### config.mk
export PLATFORM = sky130hd
export DESIGN_NAME = sram_arbiter
export DESIGN_NICKNAME = d
export VERILOG_FILES = /design/src/rtl/sram_arbiter_pkg.sv /design/src/rtl/sram_arbiter_id_fifo.sv /design/src/rtl/sram_arbiter.sv
export SDC_FILE = /design/constraint.sdc
export NUM_CORES = 1
export LEC_CHECK = 0
export CORE_AREA = 2 2 123 125
export CTS_CLUSTER_SIZE = 24
export DETAILED_ROUTE_END_ITERATION = 6
export DIE_AREA = 0 0 125 127
export GPL_TIMING_DRIVEN = 0
export SLEW_MARGIN = 20
export SYNTH_ARGS = -nofsm -noshare
export SYNTH_HDL_FRONTEND = slang
export SYNTH_SLANG_ARGS = --single-unit
### constraint.sdc
create_clock -name clk -period 2.25 [get_ports clk]
set_input_delay 0.45 -clock clk [delete_from_list [all_inputs] [get_ports clk]]
set_output_delay 0.45 -clock clk [all_outputs]
set_load 0.02 [all_outputs]
### src/rtl/sram_arbiter_pkg.sv
// Shared definitions for the SRAM-like port arbiter: master IDs, request bus layout, lock states.
package sram_arbiter_pkg;

  localparam logic MASTER_INST = 1'b0;
  localparam logic MASTER_DATA = 1'b1;

  // wr + size + wstrb + addr + wdata
  localparam int SRAM_REQ_WD = 71;

  typedef struct packed {
    logic        wr;
    logic [1:0]  size;
    logic [3:0]  wstrb;
    logic [31:0] addr;
    logic [31:0] wdata;
  } sram_req_t;

  typedef enum logic {
    LOCK_IDLE = 1'b0,
    LOCK_HOLD = 1'b1
  } lock_state_e;

endpackage

### src/rtl/sram_arbiter_id_fifo.sv
// In-order master-ID FIFO; push and pop may happen in the same cycle, also when full.
module arb_id_fifo #(
  parameter int DEPTH = 2,
  parameter int WIDTH = 1
) (
  input  logic             clk,
  input  logic             reset,
  input  logic             push,
  input  logic [WIDTH-1:0] push_data,
  input  logic             pop,
  output logic [WIDTH-1:0] head,
  output logic             full,
  output logic             empty
);

  localparam int PTR_W = (DEPTH > 1) ? $clog2(DEPTH) : 1;
  localparam int CNT_W = $clog2(DEPTH) + 1;

  logic [WIDTH-1:0] mem [DEPTH];
  logic [PTR_W-1:0] wr_ptr_reg;
  logic [PTR_W-1:0] rd_ptr_reg;
  logic [CNT_W-1:0] count_reg;

  function automatic logic [PTR_W-1:0] ptr_inc(input logic [PTR_W-1:0] p);
    return (p == PTR_W'(DEPTH - 1)) ? '0 : p + PTR_W'(1);
  endfunction

  always_ff @(posedge clk) begin
    if (reset) begin
      wr_ptr_reg <= '0;
      rd_ptr_reg <= '0;
      count_reg  <= '0;
    end else begin
      if (push) wr_ptr_reg <= ptr_inc(wr_ptr_reg);
      if (pop)  rd_ptr_reg <= ptr_inc(rd_ptr_reg);
      case ({push, pop})
        2'b10:   count_reg <= count_reg + CNT_W'(1);
        2'b01:   count_reg <= count_reg - CNT_W'(1);
        default: count_reg <= count_reg;
      endcase
    end
  end

  always_ff @(posedge clk) begin
    if (push) mem[wr_ptr_reg] <= push_data;
  end

  // Head is read combinationally so a response is routed in the cycle it arrives.
  assign head  = mem[rd_ptr_reg];
  assign full  = (count_reg == CNT_W'(DEPTH));
  assign empty = (count_reg == '0);

endmodule

### src/rtl/sram_arbiter.sv
// Shares one SRAM-like port between the IF and MEM masters; responses are routed in issue order.
// Build option ARB_ROUND_ROBIN_EN: round-robin unlocked selection instead of data-over-inst priority.
module sram_arbiter
  import sram_arbiter_pkg::*;
#(
  parameter int OUTSTANDING = 2,
  parameter int ID_W        = 1
) (
  input  logic        clk,
  input  logic        reset,
  input  logic        inst_req,
  input  logic        inst_wr,
  input  logic [1:0]  inst_size,
  input  logic [3:0]  inst_wstrb,
  input  logic [31:0] inst_addr,
  input  logic [31:0] inst_wdata,
  output logic        inst_addr_ok,
  output logic        inst_data_ok,
  output logic [31:0] inst_rdata,
  input  logic        data_req,
  input  logic        data_wr,
  input  logic [1:0]  data_size,
  input  logic [3:0]  data_wstrb,
  input  logic [31:0] data_addr,
  input  logic [31:0] data_wdata,
  output logic        data_addr_ok,
  output logic        data_data_ok,
  output logic [31:0] data_rdata,
  output logic        mem_req,
  output logic        mem_wr,
  output logic [1:0]  mem_size,
  output logic [3:0]  mem_wstrb,
  output logic [31:0] mem_addr,
  output logic [31:0] mem_wdata,
  input  logic        mem_addr_ok,
  input  logic        mem_data_ok,
  input  logic [31:0] mem_rdata,
  output logic        arb_busy
);

  lock_state_e state_reg, state_next;
  logic        lock_id_reg, lock_id_next;
  logic        pick, sel, sel_req;
  logic        fifo_full, fifo_empty, pop, accept;
  logic [ID_W-1:0]        head_id;
  logic [SRAM_REQ_WD-1:0] inst_bus, data_bus;
  sram_req_t              mem_bus;

`ifdef ARB_ROUND_ROBIN_EN
  logic rr_reg;

  always_ff @(posedge clk) begin
    if (reset)       rr_reg <= MASTER_INST;
    else if (accept) rr_reg <= ~sel;
  end

  assign pick = (inst_req && data_req) ? rr_reg : (data_req ? MASTER_DATA : MASTER_INST);
`else
  assign pick = data_req ? MASTER_DATA : MASTER_INST;
`endif

  assign sel     = (state_reg == LOCK_HOLD) ? lock_id_reg : pick;
  assign sel_req = (sel == MASTER_DATA) ? data_req : inst_req;
  assign pop     = mem_data_ok && !fifo_empty;
  // A pop in the same cycle frees the slot the new request needs.
  assign mem_req = sel_req && !(fifo_full && !pop);
  assign accept  = mem_req && mem_addr_ok;

  assign inst_bus = {inst_wr, inst_size, inst_wstrb, inst_addr, inst_wdata};
  assign data_bus = {data_wr, data_size, data_wstrb, data_addr, data_wdata};
  assign mem_bus  = sram_req_t'((sel == MASTER_DATA) ? data_bus : inst_bus);
  assign mem_wr    = mem_bus.wr;
  assign mem_size  = mem_bus.size;
  assign mem_wstrb = mem_bus.wstrb;
  assign mem_addr  = mem_bus.addr;
  assign mem_wdata = mem_bus.wdata;

  assign inst_addr_ok = accept && (sel == MASTER_INST);
  assign data_addr_ok = accept && (sel == MASTER_DATA);
  assign inst_data_ok = pop && (head_id[0] == MASTER_INST);
  assign data_data_ok = pop && (head_id[0] == MASTER_DATA);
  assign inst_rdata   = inst_data_ok ? mem_rdata : '0;
  assign data_rdata   = data_data_ok ? mem_rdata : '0;
  assign arb_busy     = !fifo_empty;

  always_ff @(posedge clk) begin
    if (reset) begin
      state_reg   <= LOCK_IDLE;
      lock_id_reg <= MASTER_INST;
    end else begin
      state_reg   <= state_next;
      lock_id_reg <= lock_id_next;
    end
  end

  always_comb begin
    state_next   = state_reg;
    lock_id_next = lock_id_reg;
    case (state_reg)
      LOCK_IDLE: begin
        if (mem_req && !mem_addr_ok) begin
          state_next   = LOCK_HOLD;
          lock_id_next = sel;
        end
      end
      LOCK_HOLD: begin
        if (accept || !sel_req) state_next = LOCK_IDLE;
      end
      default: state_next = LOCK_IDLE;
    endcase
  end

  arb_id_fifo #(
    .DEPTH (OUTSTANDING),
    .WIDTH (ID_W)
  ) u_id_fifo (
    .clk       (clk),
    .reset     (reset),
    .push      (accept),
    .push_data (ID_W'(sel)),
    .pop       (pop),
    .head      (head_id),
    .full      (fifo_full),
    .empty     (fifo_empty)
  );

`ifndef SYNTHESIS
  // Responses of transactions discarded by reset may still trickle in until the next acceptance.
  logic stale_ok_reg;

  always_ff @(posedge clk) begin
    if (reset)       stale_ok_reg <= 1'b1;
    else if (accept) stale_ok_reg <= 1'b0;
  end

  always_ff @(posedge clk) begin
    if (!reset) begin
      assert (!(mem_data_ok && fifo_empty && !stale_ok_reg))
        else $error("sram_arbiter: mem_data_ok with no outstanding transaction");
      assert (!(state_reg == LOCK_HOLD && !sel_req))
        else $error("sram_arbiter: held master dropped its request before addr_ok");
    end
  end
`endif

endmodule
==> reports/results.tsv <==
metric	value	unit
r2r_cells	5	
maxCapViolCount	0	
fin_nets	718	
crit_required	1800	ps
setup_viol	0	
ys_ff_latch	9	
worstSetupEndpoint	mem_req	
clk_latency	230	ps
drv_slew	0	
num_antenna_cells	0	
worstReg2RegEnd	u_id_fifo.count_reg[1]	
grtUsageTotal	13.70	%
fin_area	4986	um^2
final_cell_mix	clkdlybuf4s50_1 (177), mux2_2 (71), buf_2 (71)	
grt_max_degree	11	
r2r_start	lock_id_reg	
avgViaCountPerCell	3.913	
cp-end-kind	primary output	
clock_sinks	9	
timing.final.crit_share	95.86	%
cts-root-buf	clkbuf_16	
first_global_vias	3072	
area_growth	183.0	%
drive_gt1_share	43.76	%
synth_cells	205	
worstSetupStartpoint	inst_req	
avgSynthCellArea	8.594	um^2
p_per_area	321.8	nW/um^2
cts_buffer_depth	2	
design.die.area	15880	um^2
dp_hpwl	10380	um
final_common_cell	clkdlybuf4s50_1	
synthTopCellsByArea	mux2_2 (45%), and2_1 (23%), dfxtp_1 (8.0%)	
antenna_left	0	
cts_tree	built	
rows	44	
period_needed	2157	ps
drtIter0Drc	41	
ys_types	31	
hold_buffers	0	
finalHoldWorstSlack	504.8	ps
cts.htree.levels	1	
critPathLaunchType	primary input	
ir_drop	0.1776	mV
dieWidth	125	um
tightest_slew	417.3	ps
dieHeight	127	um
synth_top_area_share	45.38	%
path_class	in2out	
hold_violations	0	
dpl_cell_area	5175	um^2
grt_pass1_wl	16930	um
vias	2821	
overflow	0	
drc	0	
synth_nets	385	
io_buffers	318	
avgRoutedWirePerCell	16.16	um
finClkSkew	3.413	ps
r2r_slack	690	ps
min_path_type	reg2reg	
clkTransAtPathRegs	40	ps
yosysTopAreaCell	mux2_2	
core-area	14420	um^2
yosys_warnings	0	
p_leak	2.164	nW
firstDrtPassIters	4	
grt_antenna_before_repair	0	
max_freq	0.4636	GHz
syn_area	1762	um^2
numCtsBuffers	3	
routed_wl	11650	um
grt_setup_unrepaired	no	
ios	321	
ys_seq_area_share	11.36	%
outcome	complete, no violations	
gp_congestion	0.9496	
crit_arrival	1710	ps
start_util	12.21	%
relSlewSlack	72.18	%
critPathMaxFanout	3	
[how the worst min path moves through the flow]
stage | start | end | slack [ps] | depth (start not counted)
2_1_floorplan | lock_id_reg | lock_id_reg | 460 | 2
3_3_place_gp | u_id_fifo.rd_ptr_reg | u_id_fifo.rd_ptr_reg | 480 | 2
3_5_place_dp | u_id_fifo.rd_ptr_reg | u_id_fifo.rd_ptr_reg | 500 | 2
4_1_cts | u_id_fifo.rd_ptr_reg | u_id_fifo.rd_ptr_reg | 510 | 2
5_1_grt | u_id_fifo.rd_ptr_reg | flop | 550 | 2
6_report | u_id_fifo.rd_ptr_reg | flop | 500 | 2
[cells by family after synthesis]
logic type / after synthesis / synth area share [%]
flip-flops: 9 / 11.36
multiplexers: 73 / 46.73
AO/OA/AOI/OAI: 10 / 5.398
AND/OR/NAND/NOR: 91 / 30.47
XOR/XNOR: 3 / 1.492
buffers and inverters: 19 / 4.545
[metal layers]
metal / up-vias / routed length, um / GRT usage [%]
li1: 1369 / - / -
met2: 182 / 6509 / 27.94
met1: 1260 / 3606 / 12.07
met4: 0 / 242 / 4.575
met5: - / 0 / 0
met3: 10 / 1294 / 5.444
[power breakdown]
part	leakage, nW	internal (W)	switching (W)
Clock	0.0382	0.000237	0.0000764
Combinational	2.05	0.000608	0.000490
Sequential	0.0771	0.000180	0.0000131
[area by class of cell]
class | instances | area, um^2
multi-input cells | 177 | 1543
clock buffers | 4 | 78.83
inverters | 4 | 15.01
plain buffers | 15 | 168.9
well taps | 184 | 230.2
repair buffers | 328 | 2745
fillers | 1547 | 9438
flip-flops and latches | 9 | 205.2
[worst max-delay path, cell delays in order]
cell,delay (ps)
clkdlybuf4s50_1,460
or3b_4,440
o21ai_1,130
nor2_1,60
buf_4,170
[what timing repair did]
item	CTS	global route
setup endpoints to repair	140	115
hold endpoints to repair	0	0
resized for setup	404	127
pin swaps	3	1
setup buffers	7	3
[metrics by stage]
stage | std cells | utilization (%) | total power [W] | setup TNS [ps] | setup WS, ps
3_5_place_dp | 707 | 35.88 | 0.001374 | -115040 | -1186
6_report | 721 | 34.57 | 0.001604 | 0 | 93.18
5_1_grt | 721 | 34.57 | 0.001686 | 0 | 0.2448
4_1_cts | 718 | 37.48 | 0.001674 | -31.56 | -10.90
3_3_place_gp | 707 | 35.88 | 0.001368 | -112980 | -1190
2_1_floorplan | 205 | - | 0.0006749 | 0 | 178.7
[synth_stat cells]
library cell,count
o21ai_0,1
nand3_1,3
or3b_2,1
nor3_1,2
o2111ai_2,1
o211ai_2,1
o2111a_1,1
a21oi_1,2
nand2_1,2
nor2b_1,2
nor2_1,11
inv_1,4
xnor2_1,2
o311ai_2,1
buf_2,7
dfxtp_1,7
or3b_1,1
and3_1,1
o21ba_2,1
mux2_2,71
or2_2,1
edfxtp_1,2
and2_1,65
a21boi_1,1
mux2i_1,1
mux2i_2,1
nor3b_1,1
xor2_1,1
a211oi_1,1
clkbuf_1,8
or3_1,1
(Power assumes the default switching activity.)
